File: src/rtl/gprs_scoreboard_pkg.sv
// Shared constants and types for the GPR file with pending-write scoreboard.
package gprs_pkg;
  localparam int DATA_W_DEF  = 16;
  localparam int NREGS_DEF   = 8;
  localparam int NRD_DEF     = 2;
  localparam int MAX_LAT_DEF = 3;

  localparam int AW = $clog2(NREGS_DEF);
  localparam int LW = $clog2(MAX_LAT_DEF + 1);

  typedef logic [AW-1:0] reg_addr_t;
  typedef logic [LW-1:0] lat_t;

  // err bit positions
  localparam int ERR_EARLY = 0;
  localparam int ERR_MISS  = 1;

  // Counter width needed to hold 0..max_lat
  function automatic int lat_w(int max_lat);
    return $clog2(max_lat + 1);
  endfunction
endpackage

File: src/rtl/gprs_scoreboard_if.sv
// Decode/writeback-facing bus of the register file scoreboard.
interface gprs_scoreboard_if #(
  parameter int DATA_W  = 16,
  parameter int NREGS   = 8,
  parameter int NRD     = 2,
  parameter int MAX_LAT = 3
);
  localparam int ADDR_W = $clog2(NREGS);
  localparam int LAT_W  = $clog2(MAX_LAT + 1);

  logic [NRD-1:0]                 rd_en;
  logic [NRD-1:0][ADDR_W-1:0]     rd_addr;
  logic [NRD-1:0][DATA_W-1:0]     rd_data;
  logic                           iss_valid;
  logic [ADDR_W-1:0]              iss_dst;
  logic [LAT_W-1:0]               iss_lat;
  logic                           stall;
  logic                           we;
  logic [ADDR_W-1:0]              wa;
  logic [DATA_W-1:0]              wd;
  logic [NREGS-1:0]               pend;
  logic [1:0]                     err;
  logic [NREGS-1:0][DATA_W-1:0]   regfile;

  // CPU side: decode + writeback
  modport master (
    output rd_en, rd_addr, iss_valid, iss_dst, iss_lat, we, wa, wd,
    input  rd_data, stall, pend, err, regfile
  );

  // Register file side
  modport slave (
    input  rd_en, rd_addr, iss_valid, iss_dst, iss_lat, we, wa, wd,
    output rd_data, stall, pend, err, regfile
  );
endinterface

File: src/rtl/gprs_sb_counter.sv
// Per-register pending-write countdown. A nonzero count means a writeback is
// outstanding; the count reaches 1 in the cycle the writeback is due.
module gprs_sb_counter
  import gprs_pkg::*;
#(
  parameter int MAX_LAT = 3,
  parameter int LAT_W   = lat_w(MAX_LAT)
) (
  input  logic             clk,
  input  logic             reset,
  input  logic             load,
  input  logic [LAT_W-1:0] load_val,
  input  logic             res,
  output logic             cnt_nz,
  output logic             cnt_is1,
  output logic             cnt_gt1,
  output logic             miss
);
  logic [LAT_W-1:0] cnt;
  logic [LAT_W-1:0] load_clamp;

  // Latencies beyond the pipeline depth saturate at MAX_LAT
  assign load_clamp = (load_val > LAT_W'(MAX_LAT)) ? LAT_W'(MAX_LAT) : load_val;

  // Issue reload wins over the free-running decrement
  always_ff @(posedge clk or negedge reset) begin
    if (!reset)      cnt <= '0;
    else if (load)   cnt <= load_clamp;
    else if (cnt_nz) cnt <= cnt - LAT_W'(1);
  end

  assign cnt_nz  = |cnt;
  assign cnt_is1 = (cnt == LAT_W'(1));
  assign cnt_gt1 = cnt_nz && !cnt_is1;
  // Due this cycle but no matching writeback and not being re-issued
  assign miss    = cnt_is1 && !res && !load;
endmodule

File: src/rtl/gprs_scoreboard.sv
// Parametrised multi-read register file with pending-write scoreboard:
// RAW/WAW issue stall, write-to-read bypass and sticky protocol errors.
module gprs_scoreboard
  import gprs_pkg::*;
#(
  parameter int DATA_W  = 16,
  parameter int NREGS   = 8,
  parameter int NRD     = 2,
  parameter int MAX_LAT = 3
) (
  input  logic              clk,
  input  logic              reset,
  gprs_scoreboard_if.slave  bus
);
  localparam int ADDR_W = $clog2(NREGS);
  localparam int LAT_W  = lat_w(MAX_LAT);

  logic [NREGS-1:0][DATA_W-1:0] mem;
  logic [NREGS-1:0] res, load, cnt_nz, cnt_is1, cnt_gt1, miss;
  logic raw, waw, stall, accept;

  gprs_sb_counter #(.MAX_LAT(MAX_LAT), .LAT_W(LAT_W)) u_cnt [NREGS-1:0] (
    .clk      (clk),
    .reset    (reset),
    .load     (load),
    .load_val ({NREGS{bus.iss_lat}}),
    .res      (res),
    .cnt_nz   (cnt_nz),
    .cnt_is1  (cnt_is1),
    .cnt_gt1  (cnt_gt1),
    .miss     (miss)
  );

  // Per-register resolve: the due writeback is arriving right now
  always_comb begin
    res = '0;
    for (int i = 0; i < NREGS; i++)
      res[i] = cnt_is1[i] && bus.we && (bus.wa == ADDR_W'(i));
  end

  // Hazard detection; a resolving writeback clears the hazard same-cycle
  always_comb begin
    raw = 1'b0;
    for (int p = 0; p < NRD; p++)
      if (bus.rd_en[p] && cnt_nz[bus.rd_addr[p]] && !res[bus.rd_addr[p]])
        raw = 1'b1;
    waw    = cnt_nz[bus.iss_dst] && !res[bus.iss_dst];
    stall  = bus.iss_valid && (raw || waw);
    accept = bus.iss_valid && !stall && (|bus.iss_lat);
  end

  // Accepted issue reloads exactly one counter
  always_comb begin
    load = '0;
    for (int i = 0; i < NREGS; i++)
      load[i] = accept && (bus.iss_dst == ADDR_W'(i));
  end

  // Read ports with writeback bypass (independent of rd_en)
  always_comb begin
    bus.rd_data = '0;
    for (int p = 0; p < NRD; p++)
      bus.rd_data[p] = (bus.we && bus.wa == bus.rd_addr[p]) ? bus.wd
                                                            : mem[bus.rd_addr[p]];
  end

  // Register storage; every address is writable, tracked or not
  always_ff @(posedge clk or negedge reset) begin
    if (!reset)      mem <= '0;
    else if (bus.we) mem[bus.wa] <= bus.wd;
  end

  // Sticky protocol errors
  always_ff @(posedge clk or negedge reset) begin
    if (!reset) begin
      bus.err <= '0;
    end else begin
      if (bus.we && cnt_gt1[bus.wa]) bus.err[ERR_EARLY] <= 1'b1;
      if (|miss)                     bus.err[ERR_MISS]  <= 1'b1;
    end
  end

  assign bus.stall   = stall;
  assign bus.pend    = cnt_nz;
  assign bus.regfile = mem;
endmodule

File: src/flat_wrapper.sv
// flat-port wrapper written by rule: the top's interface ports become plain ports
module gprs_scoreboard_flat import gprs_pkg::*;
#(
  parameter int DATA_W  = 16,
  parameter int NREGS   = 8,
  parameter int NRD     = 2,
  parameter int MAX_LAT = 3
)
  (clk, reset, bus_rd_en, bus_rd_addr, bus_iss_valid, bus_iss_dst, bus_iss_lat, bus_we, bus_wa, bus_wd, bus_rd_data, bus_stall, bus_pend, bus_err, bus_regfile);
  gprs_scoreboard_if #(.DATA_W(DATA_W), .NREGS(NREGS), .NRD(NRD), .MAX_LAT(MAX_LAT)) bus_i ();
  input  logic clk;
  input  logic reset;
  input wire logic [$bits(bus_i.rd_en)-1:0] bus_rd_en;
  input wire logic [$bits(bus_i.rd_addr)-1:0] bus_rd_addr;
  input wire logic [$bits(bus_i.iss_valid)-1:0] bus_iss_valid;
  input wire logic [$bits(bus_i.iss_dst)-1:0] bus_iss_dst;
  input wire logic [$bits(bus_i.iss_lat)-1:0] bus_iss_lat;
  input wire logic [$bits(bus_i.we)-1:0] bus_we;
  input wire logic [$bits(bus_i.wa)-1:0] bus_wa;
  input wire logic [$bits(bus_i.wd)-1:0] bus_wd;
  output wire logic [$bits(bus_i.rd_data)-1:0] bus_rd_data;
  output wire logic [$bits(bus_i.stall)-1:0] bus_stall;
  output wire logic [$bits(bus_i.pend)-1:0] bus_pend;
  output wire logic [$bits(bus_i.err)-1:0] bus_err;
  output wire logic [$bits(bus_i.regfile)-1:0] bus_regfile;
  assign bus_i.rd_en = bus_rd_en;
  assign bus_i.rd_addr = bus_rd_addr;
  assign bus_i.iss_valid = bus_iss_valid;
  assign bus_i.iss_dst = bus_iss_dst;
  assign bus_i.iss_lat = bus_iss_lat;
  assign bus_i.we = bus_we;
  assign bus_i.wa = bus_wa;
  assign bus_i.wd = bus_wd;
  assign bus_rd_data = bus_i.rd_data;
  assign bus_stall = bus_i.stall;
  assign bus_pend = bus_i.pend;
  assign bus_err = bus_i.err;
  assign bus_regfile = bus_i.regfile;
  gprs_scoreboard #(.DATA_W(DATA_W), .NREGS(NREGS), .NRD(NRD), .MAX_LAT(MAX_LAT)) u_core (.clk(clk), .reset(reset), .bus(bus_i));
endmodule
File: config.mk
export PLATFORM = sky130hd
export DESIGN_NAME = gprs_scoreboard_flat
export DESIGN_NICKNAME = d
export VERILOG_FILES = /design/src/rtl/gprs_scoreboard_pkg.sv /design/src/rtl/gprs_scoreboard_if.sv /design/src/rtl/gprs_sb_counter.sv /design/src/rtl/gprs_scoreboard.sv /design/src/flat_wrapper.sv
export SDC_FILE = /design/constraint.sdc
export NUM_CORES = 1
export LEC_CHECK = 0
export CORE_ASPECT_RATIO = 1.4
export CORE_MARGIN = 2
export CORE_UTILIZATION = 39
export DETAILED_ROUTE_END_ITERATION = 6
export GPL_TIMING_DRIVEN = 1
export SYNTH_ARGS = -nofsm -noshare
export SYNTH_HDL_FRONTEND = slang
export SYNTH_SLANG_ARGS = --single-unit
File: constraint.sdc
create_clock -name clk -period 6.75 [get_ports clk]
set_input_delay 1.35 -clock clk [delete_from_list [all_inputs] [get_ports clk]]
set_output_delay 1.35 -clock clk [all_outputs]
set_load 0.05 [all_outputs]
### After elaboration in Yosys (flattened, before gate mapping)

Index checks and enable logic that the tools add are counted.
Widths: inputs -> output; s select.

* output and inout bits: 171
* input port bits: 36
* register bits after elaboration: 146
* word-level logic and storage cells: 207

* order comparisons: 6
* reduce and logical (&&, ||, !) cells: 109
* add/subtract/negate cells: 8
* equality and inequality tests: 24
* muxes and demuxes: 42

Operators by type and width (count)
* $bwmux 128: 1
* $bmux 16 s3: 2
* $mux 16: 5
* $logic_and 1x1->1: 60
* $demux 16 s3: 1
* $mux 2: 17
* $logic_not 1->1: 28
* $eq 3x3->1 const B: 8
* $bmux 1 s3: 7
* $reduce_or 2->1: 9
* $eq 2x1->1 const B: 8
* $lt 3x4->1 const B: 4
* $reduce_bool 2->1: 8
* $sub 2x1->2 const B: 8
* $eq 3x2->1 const B: 4
* $mux 1: 9
* $reduce_or 8->1: 1
* $eq 3x1->1 const B: 2
* $eq 3x3->1: 2
* $logic_not 3->1: 2
* $ge 3x1->1 const B: 1
* $gt 2x2->1 const B: 1
* $logic_or 1x1->1: 1

### Logic depth before layout (Yosys ltp)

Gate-level depths: netlist of run 1.

* depth after elaboration: 18
* mapped depth: 9
* gate-level depth less buffers: 9

### Hierarchy

From an unflattened synthesis of run 1, not the netlist that was laid out.

* cell total of the unflattened synthesis: 925
* area total of the unflattened synthesis: 9036.2 µm²

By module, submodules not included
* gprs_scoreboard: times used 1, area an instance 7885.1 µm², sequential area each 3253.1 µm², cells an instance 797
* gprs_sb_counter: times used 8, area an instance 143.9 µm², sequential area each 50.0 µm², cells an instance 16

### Worst setup path before layout of run 1

OpenSTA, ideal clock, no wires.

* path type: in2out
* start: input port bus_rd_addr[0]
* end: output port bus_rd_data[0]
* path slack: 1759 ps
* stages on the path: 7
* arrival: 3641 ps
* required time: 5400 ps
* path through: buf_1 buf_1 xnor2_1 nand4_1 clkbuf_1 nor2_1 a21oi_1

* cells in the longest elaborated chain, start to end: 3
* elaborated cells on any way between the ends: 5
* those cells by class: eq/ne (1); mux (3); reduce/logical (1)

RTL lines
* start: declaration: line flat_wrapper.sv:14 `input wire logic [$bits(bus_i.rd_addr)-1:0] bus_rd_addr;`
* $bmux 16 s3 / $eq 3x3->1 (equally long branches): line gprs_scoreboard.sv:64, gprs_scoreboard.sv:63
* $mux 16 (not written as such) / $logic_and 1x1->1 (equally long branches): line gprs_scoreboard.sv:64, gprs_scoreboard.sv:63
* $mux 16 *: line gprs_scoreboard.sv:63 `bus.rd_data[p] = (bus.we && bus.wa == bus.rd_addr[p]) ? bus.wd`
* end: declaration: line flat_wrapper.sv:21 `output wire logic [$bits(bus_i.rd_data)-1:0] bus_rd_data;`

Every way passes the cells marked *; elsewhere a longest branch is shown, timed or not. The select of a mux whose other input is x is not followed.

### Worst setup path in the final report of run 1

* start: input port bus_wa[2]
* end: output port bus_stall

* cells in the longest elaborated chain, start to end: 10
* elaborated cells on any way between the ends: 32
* those cells by class: eq/ne (7); mux (8); reduce/logical (17)

RTL lines
* start: declaration: line flat_wrapper.sv:19 `input wire logic [$bits(bus_i.wa)-1:0] bus_wa;`
* $eq 3x1->1 (tied with other cells): line gprs_scoreboard.sv:38 `res[i] = cnt_is1[i] && bus.we && (bus.wa == ADDR_W'(i));`
* $logic_and 1x1->1: line gprs_scoreboard.sv:38
* $bmux 1 s3: line gprs_scoreboard.sv:45 `if (bus.rd_en[p] && cnt_nz[bus.rd_addr[p]] && !res[bus.rd_addr[p]])`
* $mux 1 (not written as such): line gprs_scoreboard.sv:45
* $logic_not 1->1: line gprs_scoreboard.sv:45
* $logic_and 1x1->1: line gprs_scoreboard.sv:45
* $mux 1 (2 in a row): line gprs_scoreboard.sv:45
* $logic_or 1x1->1 *: line gprs_scoreboard.sv:48 `stall = bus.iss_valid && (raw || waw);`
* $logic_and 1x1->1 *: line gprs_scoreboard.sv:48
* end: declaration: line flat_wrapper.sv:22 `output wire logic [$bits(bus_i.stall)-1:0] bus_stall;`

Marks and branches as above.

==> results.md, run 1 <==
- Final setup fails: 0
- Core Area: 23,000 um2
- Seq/Total Area, Yosys: 40.2%
- Switching power: 2.10 mW
- Worst endpoint required time: 5.40 ns
- Cell taking the most area after synthesis: dfrtp_1
- DRT Wirelength: 33,100 um
- Wire length of the first global-routing pass: 50,400 um
- Final worst-path cycle share: 89.3%
- Number of synthesized flops with an enable pin: 0
- Root Buffer: clkbuf_16
- Mapped Nets: 964
- IO Pins: 207
- Die width: 133 um
- Lkg Pwr: 5.32 nW
- Fin. Hold Viols: 0
- Max Clock Skew: 0.00829 ns
- Syn Std Cell Area: 9080 um2
- Pre-antenna DRT Iters: 5
- Layout fillers: 2,115
- Postcts setup bufs: 0
- RSZ-0062 raised after global routing: no
- Ranking of synthesized cells by area: dfrtp_1 40%, mux4_2 17%, nand2_1 12%
- TritonCTS Sinks: 146
- Cell Int Power: 2.60 mW
- Post-layout min period: 6.03 ns
- PD cells: 392 nW/um2
- Final Wtd Congestion: 0.901
- Grt total ovfl: 0
- Tot Pwr: 4.70 mW
- Synth top area share: 40.2%
- CTS buffer count: 17
- Die area: 24,500 um2
- Initial core utilization: 39.4%
- Per-cell routed wire length: 23.6 um
- Hold WC Path Type: reg2reg
- Post-Synthesis Cells: 912
- Fin Setup TNS: 0 ns
- Die Y: 185 um
- Post-Syn Area per Cell: 9.96 um2
- Fin nets: 1,134
- Initial antenna violation count: 0
- P&R area growth vs syn: 31.9%
- Slew Viols, Final: 0
- Worst setup SP type: primary input
- Row Count: 66
- Async SR Flop Fraction: 100%
- Worst-Skew Late Latency: 0.43 ns
- FF/Latch Area: 3650 um2
- Vias in the first global route: 7,995
- Vias per inst: 5.57
- Worst setup startpoint: bus_wa[2]
- Clock Pin Slew Worst Setup and Hold Paths: 0.06 ns
- Yosys Warn Count: 0
- H-tree depth: 4
- Commonest non-fill, non-tap cells in the layout: 302 x nand2_1, 201 x clkdlybuf4s50_1, 146 x dfrtp_1
- Status: finished, final reports clean
- Worst-margin pin slew: 1.06 ns
- DRT iter0 DRCs: 521
- Final HPWL DP: 23,300 um
- Launch point of the worst reg-to-reg path: u_core.u_cnt[0].cnt[1]
- Buffers on Ports: 206
- Post-synth cell types: 58
- Worst EP arrival: 4.68 ns
- Max VDD drop: 0.249 mV
- Final ANT Viol Nets: 0
- Cts hold-fix bufs: 0
- Hold_ws: 0.521 ns
- Critical-path maximum fanout: 17
- Max Cap Viol: 0
- Clock Power Share: 21.2%
- CTS tree: yes
- Critical path class: in2out
- Inserted Diodes: 0
- Slew headroom: 28.9%
- Post-CTS Resized: 0
- Hold path start: u_core.bus.regfile[80]
- Sw Share: 44.7%
- Worst Setup End Kind: output port
- DRC viols: 0
- Most common cell after layout, fill and taps aside: nand2_1
- Synth Flop Type: dfrtp_1
- Combinational fraction of design power: 51.2%
- FF+latch count, synth: 146
- Final Cell Area: 12,000 um2
- Multi-input logic area: 4970 um2
- FMAX: 166 MHz
- Placed Area: 11,400 um2
- Largest net degree at the start of global routing: 94
- CTS Buffer Depth: 2
- Sequential power share: 27.6%
- Global-route usage over all layers: 27.7%
- Share of layout cells above drive strength 1: 17.4%
- Vias: 7,794
## worst paths after layout
check,end,slack [ns],cells after the start
min,u_core.bus.regfile[80],0.52,2
max,bus_stall,0.72,7
max in group asynchronous,u_core.bus.regfile[27],4.46,2
min in group asynchronous,u_core.bus.regfile[87],1.00,1
max reg2reg,u_core.u_cnt[1].cnt[0],3.53,9
min reg2reg,u_core.bus.regfile[80],0.52,2
## layout make-up
type,instances,area share [%]
clock buffer,18,3.67
clock inverter,13,1.47
inverter,31,0.971
multi-input combinational,654,41.5
sequential,146,30.5
tap,306,3.20
timing repair buffer,232,18.7
## power groups by stage
stage | Clock [mW] | Sequential, mW | Combinational [mW]
after floorplan | 0 | 1.77 | 1.16
after global placement | 0 | 1.30 | 2.39
after detailed placement | 0 | 1.31 | 2.40
after CTS | 1.01 | 1.30 | 2.42
after global routing | 1.05 | 1.33 | 2.54
final | 0.996 | 1.30 | 2.40
## cells by family after synthesis
logic type / share of synthesized area, %
buffers and inverters: 5.28
DFF: 40.2
adders and majority gates: 2.20
and+or+nand+nor: 18.4
xor gates and xnor gates: 1.35
muxes: 27.0
AOI/OAI and AO/OA: 5.59
## registers in the layout, indices dropped and copies added, names as in the netlist
register,flops
u_core.bus.err,2
u_core.u_cnt.cnt,16
u_core.bus.regfile,128
## stage by stage
step                      std cells  utilization [%]  setup slack (ns)
after floorplan                 912                -              1.76
after global routing           1400             52.0             0.591
after CTS                      1400             52.0             0.766
final                          1400             52.0             0.723
after global placement         1369             49.3             0.725
after detailed placement       1369             49.3             0.778
## metal layers
metal  track usage [%]  share of wire, %  vias to the layer above
met5                 0                 0                        -
met4              12.5               4.2                        0
met3              4.15               5.8                       65
met2              48.5                51                      352
met1              33.8                38                     3888
li1                  -                 -                     3489
## synth_stat cells (2+ instances only)
master	count
buf_1	10
mux2_4	2
a2111oi_0	5
mux4_2	68
nor3_1	2
a21oi_1	37
nand4_1	5
clkbuf_1	49
and4_1	4
mux2i_1	37
nor4_1	2
nor2b_1	2
xnor2_1	14
buf_4	10
nand3b_1	3
inv_1	30
nand3_1	5
nor2_1	47
buf_2	11
a211oi_1	7
dfrtp_1	146
mux2_2	46
ha_1	16
and4b_1	4
nand2_1	302
nand2b_1	5
o21ai_0	7
a31oi_1	3
a311oi_1	4
## critical path, cell delays in order
cell and delay (ns):
clkdlybuf4s50_1 0.96, and4b_1 0.29, a211oi_1 0.27, o41ai_1 0.10, or4_1 0.64, a31oi_1 0.22, clkdlybuf4s50_1 0.84
(Power assumes the default switching activity.)
==> inputs of run 2 (changes only) <==
CORE_MARGIN = unset   (was 2)
SETUP_SLACK_MARGIN = 0.15   (was unset)
==> results.md, run 2 (synthesized netlist as in run 1, its figures left out) <==
- Pre-antenna DRT Iters: 4
- Final worst-path cycle share: 91.0%
- FF/Latch Area: 3650 um2
- Vias per inst: 5.62
- Vias: 7,828
- Path depth of the worst reg2reg path: 9
- Largest net degree at the start of global routing: 90
- Slew headroom: 24.2%
- DRC viols: 0
- CP peak stage delay: 1.01 ns
- Worst slack at placement: 0.649 ns
- Hold WC Path Type: reg2reg
- Sequential power share: 28.4%
- Root Buffer: clkbuf_16
- Max VDD drop: 0.263 mV
- Slew Viols, Final: 0
- Tot Pwr: 4.58 mW
- Grt total ovfl: 0
- Multi-input logic area: 4970 um2
- Post-CTS Resized: 0
- Post-Place Cells: 1,362
- H-tree depth: 4
- Hold_ws: 0.515 ns
- TritonCTS Sinks: 146
- CP most frequent cell: clkdlybuf4s50_1
- Final ANT Viol Nets: 0
- DRT Wirelength: 32,000 um
- Wire length of the first global-routing pass: 47,100 um
- Commonest non-fill, non-tap cells in the layout: 302 x nand2_1, 191 x clkdlybuf4s50_1, 146 x dfrtp_1
- Inserted Diodes: 0
- Worst endpoint required time: 5.40 ns
- Cell Int Power: 2.48 mW
- Worst setup SP type: primary input
- Post-layout min period: 6.14 ns
- P&R area growth vs syn: 30.7%
- Post-route worst setup slack: 0.611 ns
- Worst-margin pin slew: 1.14 ns
- Switching power: 2.10 mW
- Core Area: 22,700 um2
- Slowest stage cell, crit path: clkdlybuf4s50_1
- Worst Setup End Kind: output port
- Die Y: 183 um
- Worst EP arrival: 4.79 ns
- Lkg Pwr: 5.30 nW
- Final setup fails: 0
- IO Pins: 207
- Row Count: 65
- Worst path top cell family by delay: buffers and inverters
- Crit-path cells: clkdlybuf4s50_1 -> and4bb_2 -> buf_4 -> a2111oi_0 -> a41oi_1 -> and4_1 -> a31oi_1 -> clkdlybuf4s50_1
- Worst path buffer plus inverter count: 3
- CTS buffer count: 17
- Fin cells: 1,394
- Worst-Skew Late Latency: 0.43 ns
- PD cells: 385 nW/um2
- FMAX: 163 MHz
- Initial antenna violation count: 0
- Final Wtd Congestion: 0.857
- Sw Share: 45.8%
- RSZ-0062 raised after global routing: no
- Fin nets: 1,132
- CTS tree: yes
- Fin. Hold Viols: 0
- Initial core utilization: 40.0%
- Critical path depth: 8
- Cts hold-fix bufs: 0
- Max Cap Viol: 0
- Hold depth: 1
- Max Clock Skew: 0.00862 ns
- Global-route usage over all layers: 27.6%
- Die width: 131 um
- Critical-path maximum fanout: 21
- Layout fillers: 2,061
- Die area: 23,900 um2
- Vias in the first global route: 7,610
- Postcts setup bufs: 0
- Flip-flop count of the largest register after layout: 128
- Fin Setup TNS: 0 ns
- Final HPWL DP: 22,300 um
- Combinational fraction of design power: 51.8%
- Buffers on Ports: 206
- Most common cell after layout, fill and taps aside: nand2_1
- Critical path class: in2out
- Clock Power Share: 19.7%
- CTS Buffer Depth: 2
- Clock Pin Slew Worst Setup and Hold Paths: 0.07 ns
- Share of layout cells above drive strength 1: 18.2%
- Status: finished, final reports clean
- DRT iter0 DRCs: 572
- Per-cell routed wire length: 22.9 um
run 2: cell count changes in the layout (fill, tap and decap cells not counted):
cell	previous run	this run
clkinvlp_4	3	2
clkdlybuf4s50_1	201	191
clkinv_2	0	1
clkinv_4	2	5
inv_8	1	2
buf_4	26	34
bufinv_16	3	0
run 2: layout make-up:
class / count / area share [%]
sequential: 146 / 30.8
clock buffer: 18 / 3.70
timing repair buffer: 230 / 18.5
multi-input combinational: 654 / 41.9
clock inverter: 14 / 1.02
tap: 301 / 3.17
inverter: 31 / 0.980
run 2: layer usage:
layer	GRT usage (%)	wire, um	vias to the layer above
li1	-	-	3489
met1	34.8	12800	3919
met2	45.7	15900	358
met3	5.13	1980	62
met4	12.2	1200	0
met5	0	0	-
run 2: stage by stage:
step	utilization (%)	area (um2)
after floorplan	-	9080
after global placement	49.9	11300
after detailed placement	49.9	11300
after CTS	52.3	11900
after global routing	52.3	11900
final	52.3	11900
run 2: worst paths after layout:
path                                           endpoint  slack [ns]                   start
worst max-delay path                          bus_stall        0.61               bus_wa[0]
worst min register to register        u_core.bus.err[0]        0.52       u_core.bus.err[0]
worst min-delay path                  u_core.bus.err[0]        0.52       u_core.bus.err[0]
max in group asynchronous       u_core.bus.regfile[109]        4.42                   reset
worst max register to register   u_core.u_cnt[1].cnt[1]        3.57  u_core.u_cnt[0].cnt[1]
min in group asynchronous         u_core.bus.regfile[6]        0.96                   reset
run 2: power by group through the flow:
| stage | sequential, mW | clock [mW] | combinational (mW) |
|---|---|---|---|
| final | 1.30 | 0.903 | 2.37 |
| after global routing | 1.33 | 0.953 | 2.50 |
| after CTS | 1.30 | 0.918 | 2.38 |
| after detailed placement | 1.32 | 0 | 2.38 |
| after global placement | 1.31 | 0 | 2.36 |
| after floorplan | 1.77 | 0 | 1.16 |
